`config.mk`:
```
export PLATFORM = sky130hd
export DESIGN_NAME = mag_cmp_iter
export DESIGN_NICKNAME = d
export VERILOG_FILES = /design/src/rtl/cmp_pkg.sv /design/src/rtl/cmp_chunk.sv /design/src/rtl/mag_cmp_iter.sv
export SDC_FILE = /design/constraint.sdc
export NUM_CORES = 1
export LEC_CHECK = 0
export CAP_MARGIN = 20
export CORE_MARGIN = 2
export CORE_UTILIZATION = 30
export DETAILED_ROUTE_END_ITERATION = 8
export SYNTH_ARGS = -nofsm -noshare
export SYNTH_HDL_FRONTEND = slang
export SYNTH_SLANG_ARGS = --single-unit
```
`constraint.sdc`:
```
create_clock -name clk -period 2.7 [get_ports clk]
set_input_delay 0.27 -clock clk [delete_from_list [all_inputs] [get_ports clk]]
set_output_delay 0.27 -clock clk [all_outputs]
set_load 0.02 [all_outputs]
```
`src/rtl/cmp_pkg.sv`:
```
// rtl/cmp_pkg.sv - shared state type and sizing helpers for the iterative magnitude comparator
package cmp_pkg;

    typedef enum logic [1:0] {
        IDLE = 2'd0,
        SCAN = 2'd1,
        DONE = 2'd2
    } cmp_state_t;

    function automatic int nchunk(input int n, input int w);
        return n / w;
    endfunction

    // Chunk index needs at least one bit even when the whole operand is a single chunk
    function automatic int idx_width(input int nchunks);
        return (nchunks > 1) ? $clog2(nchunks) : 1;
    endfunction

endpackage

```
`src/rtl/cmp_chunk.sv`:
```
// rtl/cmp_chunk.sv - combinational W-bit unsigned comparator
module cmp_chunk #(
    parameter int W = 8
) (
    input  logic [W-1:0] a,
    input  logic [W-1:0] b,
    output logic         gt,
    output logic         eq
);

    assign gt = (a > b);
    assign eq = (a == b);

endmodule

```
`src/rtl/mag_cmp_iter.sv`:
```
// rtl/mag_cmp_iter.sv - multi-cycle MSB-first chunked magnitude comparator with valid/ready ends
module mag_cmp_iter
    import cmp_pkg::*;
#(
    parameter int N         = 32,
    parameter int W         = 8,
    parameter bit SIGNED_EN = 1'b1
) (
    input  logic                  clk,
    input  logic                  rst_n,
    input  logic                  in_valid,
    output logic                  in_ready,
    input  logic [N-1:0]          num1,
    input  logic [N-1:0]          num2,
    input  logic                  signed_mode,
    output logic                  out_valid,
    input  logic                  out_ready,
    output logic                  g,
    output logic                  e,
    output logic                  l,
    output logic [$clog2(N/W):0]  ncyc
);

    localparam int NCHUNK = nchunk(N, W);
    localparam int KW     = idx_width(NCHUNK);
    localparam int CW     = $clog2(NCHUNK) + 1;

    if ((W < 1) || (W > N) || ((N % W) != 0)) begin : g_param_err
        $error("mag_cmp_iter: N must be a multiple of W with 1 <= W <= N");
    end

    cmp_state_t      state_q, state_d;
    logic [N-1:0]    a_q, a_d;
    logic [N-1:0]    b_q, b_d;
    logic [KW-1:0]   k_q, k_d;
    logic [CW-1:0]   cnt_q, cnt_d;
    logic            g_q, g_d;
    logic            e_q, e_d;
    logic            l_q, l_d;

    logic [W-1:0]    a_chunk;
    logic [W-1:0]    b_chunk;
    logic            chunk_gt;
    logic            chunk_eq;
    logic            sflag;
    logic            capture;

    assign a_chunk = a_q[int'(k_q) * W +: W];
    assign b_chunk = b_q[int'(k_q) * W +: W];

    cmp_chunk #(.W(W)) u_chunk (
        .a  (a_chunk),
        .b  (b_chunk),
        .gt (chunk_gt),
        .eq (chunk_eq)
    );

    assign sflag = signed_mode & SIGNED_EN;

    always_comb begin
        state_d   = state_q;
        a_d       = a_q;
        b_d       = b_q;
        k_d       = k_q;
        cnt_d     = cnt_q;
        g_d       = g_q;
        e_d       = e_q;
        l_d       = l_q;
        in_ready  = (state_q == IDLE) || ((state_q == DONE) && out_ready);
        out_valid = (state_q == DONE);
        capture   = in_valid && in_ready;

        case (state_q)
            IDLE: begin
                if (capture) state_d = SCAN;
            end
            SCAN: begin
                cnt_d = cnt_q + CW'(1);
                if (!chunk_eq) begin
                    g_d     = chunk_gt;
                    e_d     = 1'b0;
                    l_d     = ~chunk_gt;
                    state_d = DONE;
                end else if (k_q == '0) begin
                    g_d     = 1'b0;
                    e_d     = 1'b1;
                    l_d     = 1'b0;
                    state_d = DONE;
                end else begin
                    k_d = k_q - KW'(1);
                end
            end
            DONE: begin
                if (out_ready) begin
                    g_d     = 1'b0;
                    e_d     = 1'b0;
                    l_d     = 1'b0;
                    state_d = in_valid ? SCAN : IDLE;
                end
            end
            default: state_d = IDLE;
        endcase

        // Flipping the sign bit maps two's-complement order onto unsigned order
        if (capture) begin
            a_d        = num1;
            b_d        = num2;
            a_d[N-1]   = num1[N-1] ^ sflag;
            b_d[N-1]   = num2[N-1] ^ sflag;
            k_d        = KW'(NCHUNK - 1);
            cnt_d      = '0;
        end
    end

    always_ff @(posedge clk or negedge rst_n) begin
        if (!rst_n) begin
            state_q <= IDLE;
            a_q     <= '0;
            b_q     <= '0;
            k_q     <= '0;
            cnt_q   <= '0;
            g_q     <= 1'b0;
            e_q     <= 1'b0;
            l_q     <= 1'b0;
        end else begin
            state_q <= state_d;
            a_q     <= a_d;
            b_q     <= b_d;
            k_q     <= k_d;
            cnt_q   <= cnt_d;
            g_q     <= g_d;
            e_q     <= e_d;
            l_q     <= l_d;
        end
    end

    assign g    = g_q;
    assign e    = e_q;
    assign l    = l_q;
    assign ncyc = cnt_q;

endmodule

```
==> results_dict.tcl <==
set metrics [dict create \
    critPathMaxStageDelay_ps 530 \
    stdcell_area_mm2 0.00483 \
    place_area_mm2 0.00447 \
    yosysWarnings 0 \
    final_max_slew_viol_count 0 \
    drive_gt1_frac 0.0996 \
    pwr-share-seq 0.354 \
    final_nets 530 \
    clkPwrFrac 0.258 \
    ant_nets 0 \
    grt-ovfl-total 0 \
    numPortBuffers 76 \
    synth_nets 455 \
    r2r-end "e$_DFFE_PN0P_" \
    routed_via_density 4.51 \
    cts_resized 0 \
    powerDensity_mw_per_mm2 1120 \
    syn_avg_cell_area_um2 9.56 \
    status "finished, final reports clean" \
    synthFlopType "dfrtp_1" \
    ys_ff_latch 74 \
    critPathRequiredTime_ps 2920 \
    root_buffer "clkbuf_16" \
    routabilityCongestion 0.767 \
    yosys.area.top_type "dfrtp_1" \
    core_mm2 0.0115 \
    setup_tns_ps 0 \
    regToRegStartpoint "k_q[0]$_DFFE_PN0P_" \
    timing.slew.headroom 0.376 \
    hold_ws_ps 67.6 \
    worst_setup_path_end_kind "register" \
    reg2regPathDepth 8 \
    power.internal_mw 3.52 \
    synth-seq-area-share 0.521 \
    ys_async_sr_fraction 1.00 \
    path_max_fanout 11 \
    wire_per_inst_um 13.5 \
    finalClockSkew_ps 7.43 \
    clkSlewWorstSetupHoldPaths_ps 60 \
    gr-usage-all-layers 0.134 \
    synth_cell_types 28 \
    max-vdd-ir-drop_v 0.000438 \
    cpMostUsedCell "buf_4" \
    start_util 0.310 \
    hold_violations 0 \
    drt_pass1_iterations 6 \
    critPathSlowestCell "mux4_2" \
    rsz0062_at_grt "no" \
    die_w_um 113 \
    cts_buffers 9 \
    layout_min_cycle_time_ps 2480 \
    hpwlAfterDp_mm 5.92 \
    synth-edff-count 0 \
    min_path_type "input pin to asynchronous set/reset pin" \
    drc 0 \
    post-cts-setup-buffers 0 \
    r2r_setup_slack_ps 220 \
    power_leakage_nw 2.36 \
    setup_viol 0 \
    cts_tree "built" \
    routed_wl_mm 8.05 \
    fillers 1097 \
    crit_arrival_ps 2700 \
    synthToLayoutAreaGrowth_pct 35.8 \
    fp.dieH_um 113 \
    finalCritPeriodShare 0.918 \
    start_kind "register" \
    p_sw_frac 0.348 \
    die_area_mm2 0.0127 \
    cp_cell_sequence "buf_4, mux4_2, ha_1, nand4_1, nor4b_4, buf_4, or2_1, a22o_2" \
    grt_pass1_wl_mm 13.5 \
    p_switching_mw 1.88 \
    clk_latency_ps 330 \
    drt_iter0_markers 124 \
    antenna_found_initial 0 \
    max_freq_mhz 404 \
    netlist.area_leader.share 0.521 \
    cts_max_path_buffers 2 \
    synth_area_leaders "dfrtp_1, nand2_1, mux4_2" \
    cts_max_level 3 \
    syn-cell-area_mm2 0.00355 \
    p_comb_frac 0.388 \
    maxCapViolations 0 \
    antenna_cells 0 \
    dr_total_vias 2681 \
    rows 39 \
    crit_type "register to register" \
    clock_sinks 74 \
    grt_max_degree 75 \
    grt_pass1_vias 2855 \
    syn_inst 372 \
    power.total_mw 5.40 \
    cts_hold_buf 0 \
    io_pins 77 \
    worst_slew_pin_slew_ps 936 \
]
layout by cell type (no fill, tap or decap), drive strengths merged:
master,Yosys,layout
a21oi,6,6
clkdlybuf4s50,0,75
nor2,6,6
or2,1,1
inv,15,17
nor4b,1,1
dfrtp,74,74
nand4,2,2
clkbuf,2,9
mux2i,1,1
o41ai,1,1
ha,14,14
xor2,1,1
mux4,16,16
clkinv,0,2
and2,1,1
buf,16,7
o221ai,1,1
a21o,2,2
nand2,194,194
o21a,1,1
nand2b,3,3
o211ai,1,1
xnor2,4,4
bufinv,0,3
o31ai,1,1
a22o,2,2
o21ai,6,6
synth_stat cells (2+ instances only):
cell / number
nand2_1: 194
dfrtp_1: 74
mux4_2: 16
inv_1: 15
ha_1: 14
buf_2: 11
a21oi_1: 6
nor2_1: 6
o21ai_0: 6
xnor2_1: 4
buf_1: 3
nand2b_1: 3
a21o_1: 2
a22o_2: 2
buf_4: 2
clkbuf_1: 2
power groups by stage:
stage / Clock (mW) / Combinational [mW] / Sequential (mW)
after floorplan: 0 / 1.52 / 1.86
after global placement: 0 / 2.05 / 1.92
after detailed placement: 0 / 2.13 / 1.93
after CTS: 1.41 / 2.14 / 1.92
after global routing: 1.46 / 2.38 / 1.98
final: 1.39 / 2.10 / 1.91
critical path, delay by kind of cell (launching register included):
kind	cells	cell delay, ps
simple gates	3	480
compound gates	1	260
flops	1	350
fa+ha+maj	1	340
mux	1	530
buf+inv	2	400
worst max-delay path by stage:
| stage | slack (ps) | cells past startpoint | start | to |
|---|---|---|---|---|
| 2_1_floorplan | 240 | 8 | k_q[0]$_DFFE_PN0P_ | state_q[1]$_DFFE_PN0P_ |
| 3_3_place_gp | 260 | 7 | k_q[0]$_DFFE_PN0P_ | state_q[1]$_DFFE_PN0P_ |
| 3_5_place_dp | 180 | 7 | k_q[0]$_DFFE_PN0P_ | state_q[1]$_DFFE_PN0P_ |
| 4_1_cts | 150 | 7 | k_q[0]$_DFFE_PN0P_ | state_q[1]$_DFFE_PN0P_ |
| 5_1_grt | 70 | 8 | k_q[0]$_DFFE_PN0P_ | e$_DFFE_PN0P_ |
| 6_report | 220 | 8 | k_q[0]$_DFFE_PN0P_ | e$_DFFE_PN0P_ |
state kept, by name (all words and copies together) (netlist names):
register  count
a_q          32
b_q          32
e             1
g             1
k_q           2
l             1
ncyc          3
state_q       2
metrics by stage:
step | utilization | setup WS, ps | cells
global route | 0.421 | 74.1 | 595
CTS | 0.420 | 152 | 594
global placement | 0.390 | 265 | 578
floorplan | - | 238 | 372
finish | 0.421 | 222 | 595
detailed placement | 0.390 | 180 | 578
metal layers:
layer	routed length, µm	share of wire	up-vias	track usage
met2	3980	0.49	52	0.228
met5	0	0	-	0
met4	88	0.011	0	0.0366
met1	3660	0.45	1284	0.170
li1	-	-	1339	-
met3	323	0.040	6	0.0337
logic make-up (layout without fill, tap and decap cells):
| kind of cell | count (synthesis) | count (layout) | share of synthesized area |
|---|---|---|---|
| and+or+nand+nor | 208 | 208 | 0.234 |
| buffers and inverters | 33 | 113 | 0.0408 |
| xor gates and xnor gates | 5 | 5 | 0.0123 |
| adders and majority gates | 14 | 14 | 0.0493 |
| DFF | 74 | 74 | 0.521 |
| muxes | 17 | 17 | 0.104 |
| AOI/OAI and AO/OA | 21 | 21 | 0.0380 |
layout make-up:
| class | count | area, µm² | area share |
|---|---|---|---|
| Clock buffer | 9 | 225 | 0.0467 |
| Clock inverter | 7 | 125 | 0.0259 |
| Inverter | 15 | 56.3 | 0.0117 |
| Multi-Input combinational cell | 265 | 1560 | 0.323 |
| Sequential cell | 74 | 1850 | 0.384 |
| Tap cell | 143 | 179 | 0.0371 |
| Timing Repair Buffer | 82 | 828 | 0.172 |
No activity file was read; power rests on OpenSTA's default activity.
==> patch 1: new RTL, config.mk and constraints unchanged <==
Change the parameter `N` from 32 to 64.
--- a/src/rtl/mag_cmp_iter.sv
+++ b/src/rtl/mag_cmp_iter.sv
@@ -3,5 +3,5 @@
     import cmp_pkg::*;
 #(
-    parameter int N         = 32,
+    parameter int N         = 64,
     parameter int W         = 8,
     parameter bit SIGNED_EN = 1'b1
Ports: changed (resized ncyc, num1 and num2); port bits go from 77 to 142. No check against the original RTL was run, so the function may have changed too.
==> patch 1 against the unedited design <==
The run now ends with negative setup slack left; global-route usage is 2.3 points higher; total power rose by 82%; wire length increased by 120%; final area is 92% higher; area after synthesis rose by 87%; final cell count increased by 90%; fmax fell by 9.1%; setup slack got worse by 0.25 ns; die area rose by 84%; synthesized cell count grew 84%; clock power up 80%; sequential cell count rose by 66; critical path type unchanged; largest power group is now sequential cells.
==> patch 1: results (changes against the unedited design) <==
crit path DAT: 3.03 ns (was 2.70 ns)
largest net degree at the start of global routing: 69 (was 75)
pre-CTS setup slack: -0.107 ns (was 0.180 ns)
Synth area leaders: dfrtp_1 53%, nand2_1 22%, mux4_1 7.9%, mux4_2 3.7%, ha_1 2.8% (was dfrtp_1 52%, nand2_1 20%, mux4_2 10%, ha_1 4.9%, inv_1 1.6%)
I/O Buffers: 141 (was 76)
sequential cell area fraction in the yosys report: 52.7% (was 52.1%)
Worst VDD drop: 398 µV (was 438 µV)
DR WL/cell: 15.6 µm (was 13.5 µm)
Hold WC Path Type: in2reg (was in2async)
Pre-antenna DRT Iters: 4 (was 6)
Pleak: 4.55 nW (was 2.36 nW)
share of layout cells above drive strength 1: 12.6% (was 9.96%)
Total Routed Length: 17,600 µm (was 8050 µm)
# setup viols final: 3 (was 0)
Rel. slew slack: 57.2% (was 37.6%)
total CTS buffers: 17 (was 9)
crit-path max FO: 6 (was 11)
setup ws final: -0.0270 ns (was 0.222 ns)
cell count after synthesis: 686 (was 372)
Post-Syn Nets: 834 (was 455)
met2 WL post-DR: 8030 µm (was 3980 µm)
fillers: 2,093 (was 1,097)
GP Congestion: 0.804 (was 0.767)
outcome: finished, violations left (was complete, no violations)
failing checks: negative setup slack
setup TNS: -0.0514 ns (was 0 ns)
[patch 1: cell types whose count changed after synthesis, moves of 5 or more]
| cell | before | now |
|---|---|---|
| buf_2 | 11 | 20 |
| inv_1 | 15 | 6 |
| dfrtp_1 | 74 | 140 |
| mux2_2 | 0 | 8 |
| mux4_1 | 0 | 20 |
| mux2i_1 | 1 | 9 |
| mux4_2 | 16 | 11 |
| clkbuf_1 | 2 | 16 |
| nand2_1 | 194 | 385 |
[patch 1: power breakdown]
part | total, mW | internal [mW] | leakage (nW) | switching (mW)
clock network | 2.50 | 1.61 | 0.301 | 0.882
registers | 3.68 | 3.07 | 1.73 | 0.606
logic | 3.66 | 1.78 | 2.52 | 1.87
[patch 1: repair_timing]
| action | 4_1_cts | 5_1_grt |
|---|---|---|
| gates resized for setup | 27 | 6 |
| hold buffers | 1 | 0 |
| buffers inserted | 8 | 1 |
| pin swaps | 6 | 2 |
| gates cloned | 1 | 0 |
| setup endpoints to repair | 8 | 8 |
| endpoints found under the hold margin | 65 | 0 |
[patch 1: critical path: stages (launching register included)]
cell     delay (ns)
dfrtp_2        0.49
buf_6          0.13
mux4_4         0.63
mux2_4         0.31
ha_4           0.26
nand4_1        0.13
nor4_2         0.24
buf_4          0.21
nor2_1         0.04
o22a_1         0.17
[patch 1: per-layer routing]
layer / GRT usage, % / up-vias
li1: - / 2517
met1: 22.5 / 2438
met2: 23.7 / 139
met3: 3.49 / 16
met4: 5.16 / 0
met5: 0 / -
[patch 1: path summary, 6_finish.rpt]
path / from / endpoint / slack (ns) / cells after the start
setup / recovery: k_q[0]$_DFFE_PN0P_ / state_q[1]$_DFFE_PN0P_ / -0.03 / 9
hold / removal: num2[45] / b_q[45]$_DFFE_PN0P_ / 0.37 / 3
setup reg to reg: k_q[0]$_DFFE_PN0P_ / state_q[1]$_DFFE_PN0P_ / -0.03 / 9
hold reg to reg: a_q[36]$_DFFE_PN0P_ / a_q[36]$_DFFE_PN0P_ / 0.47 / 2
max in group asynchronous: rst_n / b_q[46]$_DFFE_PN0P_ / 1.43 / 3
min in group asynchronous: rst_n / a_q[59]$_DFFE_PN0P_ / 0.42 / 2
[patch 1: cells by family (layout without fill, tap and decap cells)]
group	Yosys count	after routing	share of synthesized area, %
AOI/OAI and AO/OA	25	25	2.22
and+or+nand+nor	404	404	23.3
buffers and inverters	47	209	3.48
DFF	140	140	52.7
muxes	49	49	14.7
adders and majority gates	15	15	2.82
xor gates and xnor gates	6	6	0.790
[patch 1: layout make-up]
| type | instances | area share (%) |
|---|---|---|
| clock inverters | 11 | 1.78 |
| inverters | 6 | 0.243 |
| multi-input cells | 499 | 32.2 |
| flip-flops and latches | 140 | 37.8 |
| repair buffers | 171 | 19.1 |
| clock buffers | 21 | 5.08 |
| well taps | 280 | 3.78 |
==> patch 2: new RTL, config.mk and constraints unchanged <==
Made on the original files. Take the reset off `b_q` and load it in a clocked block of its own.
--- a/src/rtl/mag_cmp_iter.sv
+++ b/src/rtl/mag_cmp_iter.sv
@@ -117,5 +117,4 @@
             state_q <= IDLE;
             a_q     <= '0;
-            b_q     <= '0;
             k_q     <= '0;
             cnt_q   <= '0;
@@ -126,5 +125,4 @@
             state_q <= state_d;
             a_q     <= a_d;
-            b_q     <= b_d;
             k_q     <= k_d;
             cnt_q   <= cnt_d;
@@ -133,4 +131,8 @@
             l_q     <= l_d;
         end
+    end
+
+    always_ff @(posedge clk) begin
+        b_q <= b_d;
     end
 
Check against the original RTL: same outputs for any inputs over 10 cycles, from zero or initial values and one cycle with rst_n low; that may be too few to reach the edited logic, so the function may still have changed.
==> patch 2 against the unedited design <==
Final area shrank 7.7%; first-iteration DRC count shrank 22%; sequential cell count is the same; critical path type unchanged; total power shrank 26%; setup slack gained 0.029 ns; final cell count shrank 16%; area after synthesis shrank 7.1%; largest cell class unchanged; via count shrank 18%; wire length shrank 15%.
==> patch 2: results (changes against the unedited design) <==
outcome: complete, no violations (unchanged)
sequential cell area fraction in the yosys report: 60.9% (was 52.1%)
syn_area_per_cell: 12.3 µm² (was 9.56 µm²)
crit path DAT: 2.69 ns (was 2.70 ns)
fillers: 1,025 (was 1,097)
pre-CTS setup slack: 0.0668 ns (was 0.180 ns)
nets: 435 (was 530)
r2r setup slk: 0.25 ns (was 0.22 ns)
worst skew pair latency: 0.35 ns (was 0.33 ns)
first-pass GRT wire length: 11,300 µm (was 13,500 µm)
Pre-antenna DRT Iters: 4 (was 6)
Rel. slew slack: 36.4% (was 37.6%)
EDFF count, synth: 32 (was 0)
most frequent cells after synthesis: 105 x nand2_1, 42 x dfrtp_1, 32 x edfxtp_1 (was 194 x nand2_1, 74 x dfrtp_1, 16 x mux4_2)
family with the most delay on the worst path: simple AND/OR/NAND/NOR gates (was multiplexers)
Total Routed Length: 6880 µm (was 8050 µm)
share of layout cells above drive strength 1: 12.0% (was 9.96%)
clock skew: 0.00783 ns (was 0.00743 ns)
vias in the first global route: 2,371 (was 2,855)
ys async rst share: 56.8% (was 100%)
CTS root buffer: clkbuf_8 (was clkbuf_16)
clock-pin slew on the worst setup and hold paths: 0.08 ns (was 0.06 ns)
unique cell type count in the Yosys netlist: 30 (was 28)
vias per cell: 4.41 (was 4.51)
final critical-path share of the clock period: 90.7% (was 91.8%)
Synth area leaders: dfrtp_1 32%, edfxtp_1 29%, nand2_1 12%, mux4_2 11%, ha_1 5.3% (was dfrtp_1 52%, nand2_1 20%, mux4_2 10%, ha_1 4.9%, inv_1 1.6%)
GR Util All Layers: 12.7% (was 13.4%)
Worst VDD drop: 598 µV (was 438 µV)
Pleak: 1.94 nW (was 2.36 nW)
Post-Syn Nets: 351 (was 455)
largest net degree at the start of global routing: 45 (was 75)
GP Congestion: 0.736 (was 0.767)
Placement Cell Area: 4260 µm² (was 4470 µm²)
[patch 2: layout make-up]
class	count	area share, %
flip-flops and latches	74	45.2
multi-input cells	170	26.8
repair buffers	83	18.7
well taps	140	3.93
clock buffers	10	2.86
clock inverters	6	1.32
inverters	14	1.18
[patch 2: power by group]
group / internal (mW) / total, mW / switching (mW)
Clock: 0.421 / 0.817 / 0.396
Sequential: 1.59 / 1.78 / 0.187
Combinational: 0.661 / 1.38 / 0.721
[patch 2: kinds of logic (layout without fill, tap and decap cells)]
kind of cell               after synthesis  count (layout)  synth area share (%)
AOI/OAI and AO/OA                       14              14                  2.61
xor gates and xnor gates                 5               5                  1.33
and+or+nand+nor                        120             120                  15.6
muxes                                   17              17                  11.2
DFF                                     74              74                  60.9
adders and majority gates               14              14                  5.31
buffers and inverters                   24             113                  3.03
[patch 2: per-layer routing]
metal	up-vias	track usage (%)	routed length, µm
met2	50	22.2	3560
li1	1077	-	-
met4	0	3.30	65
met5	-	0	0
met3	8	4.00	308
met1	1055	15.2	2940
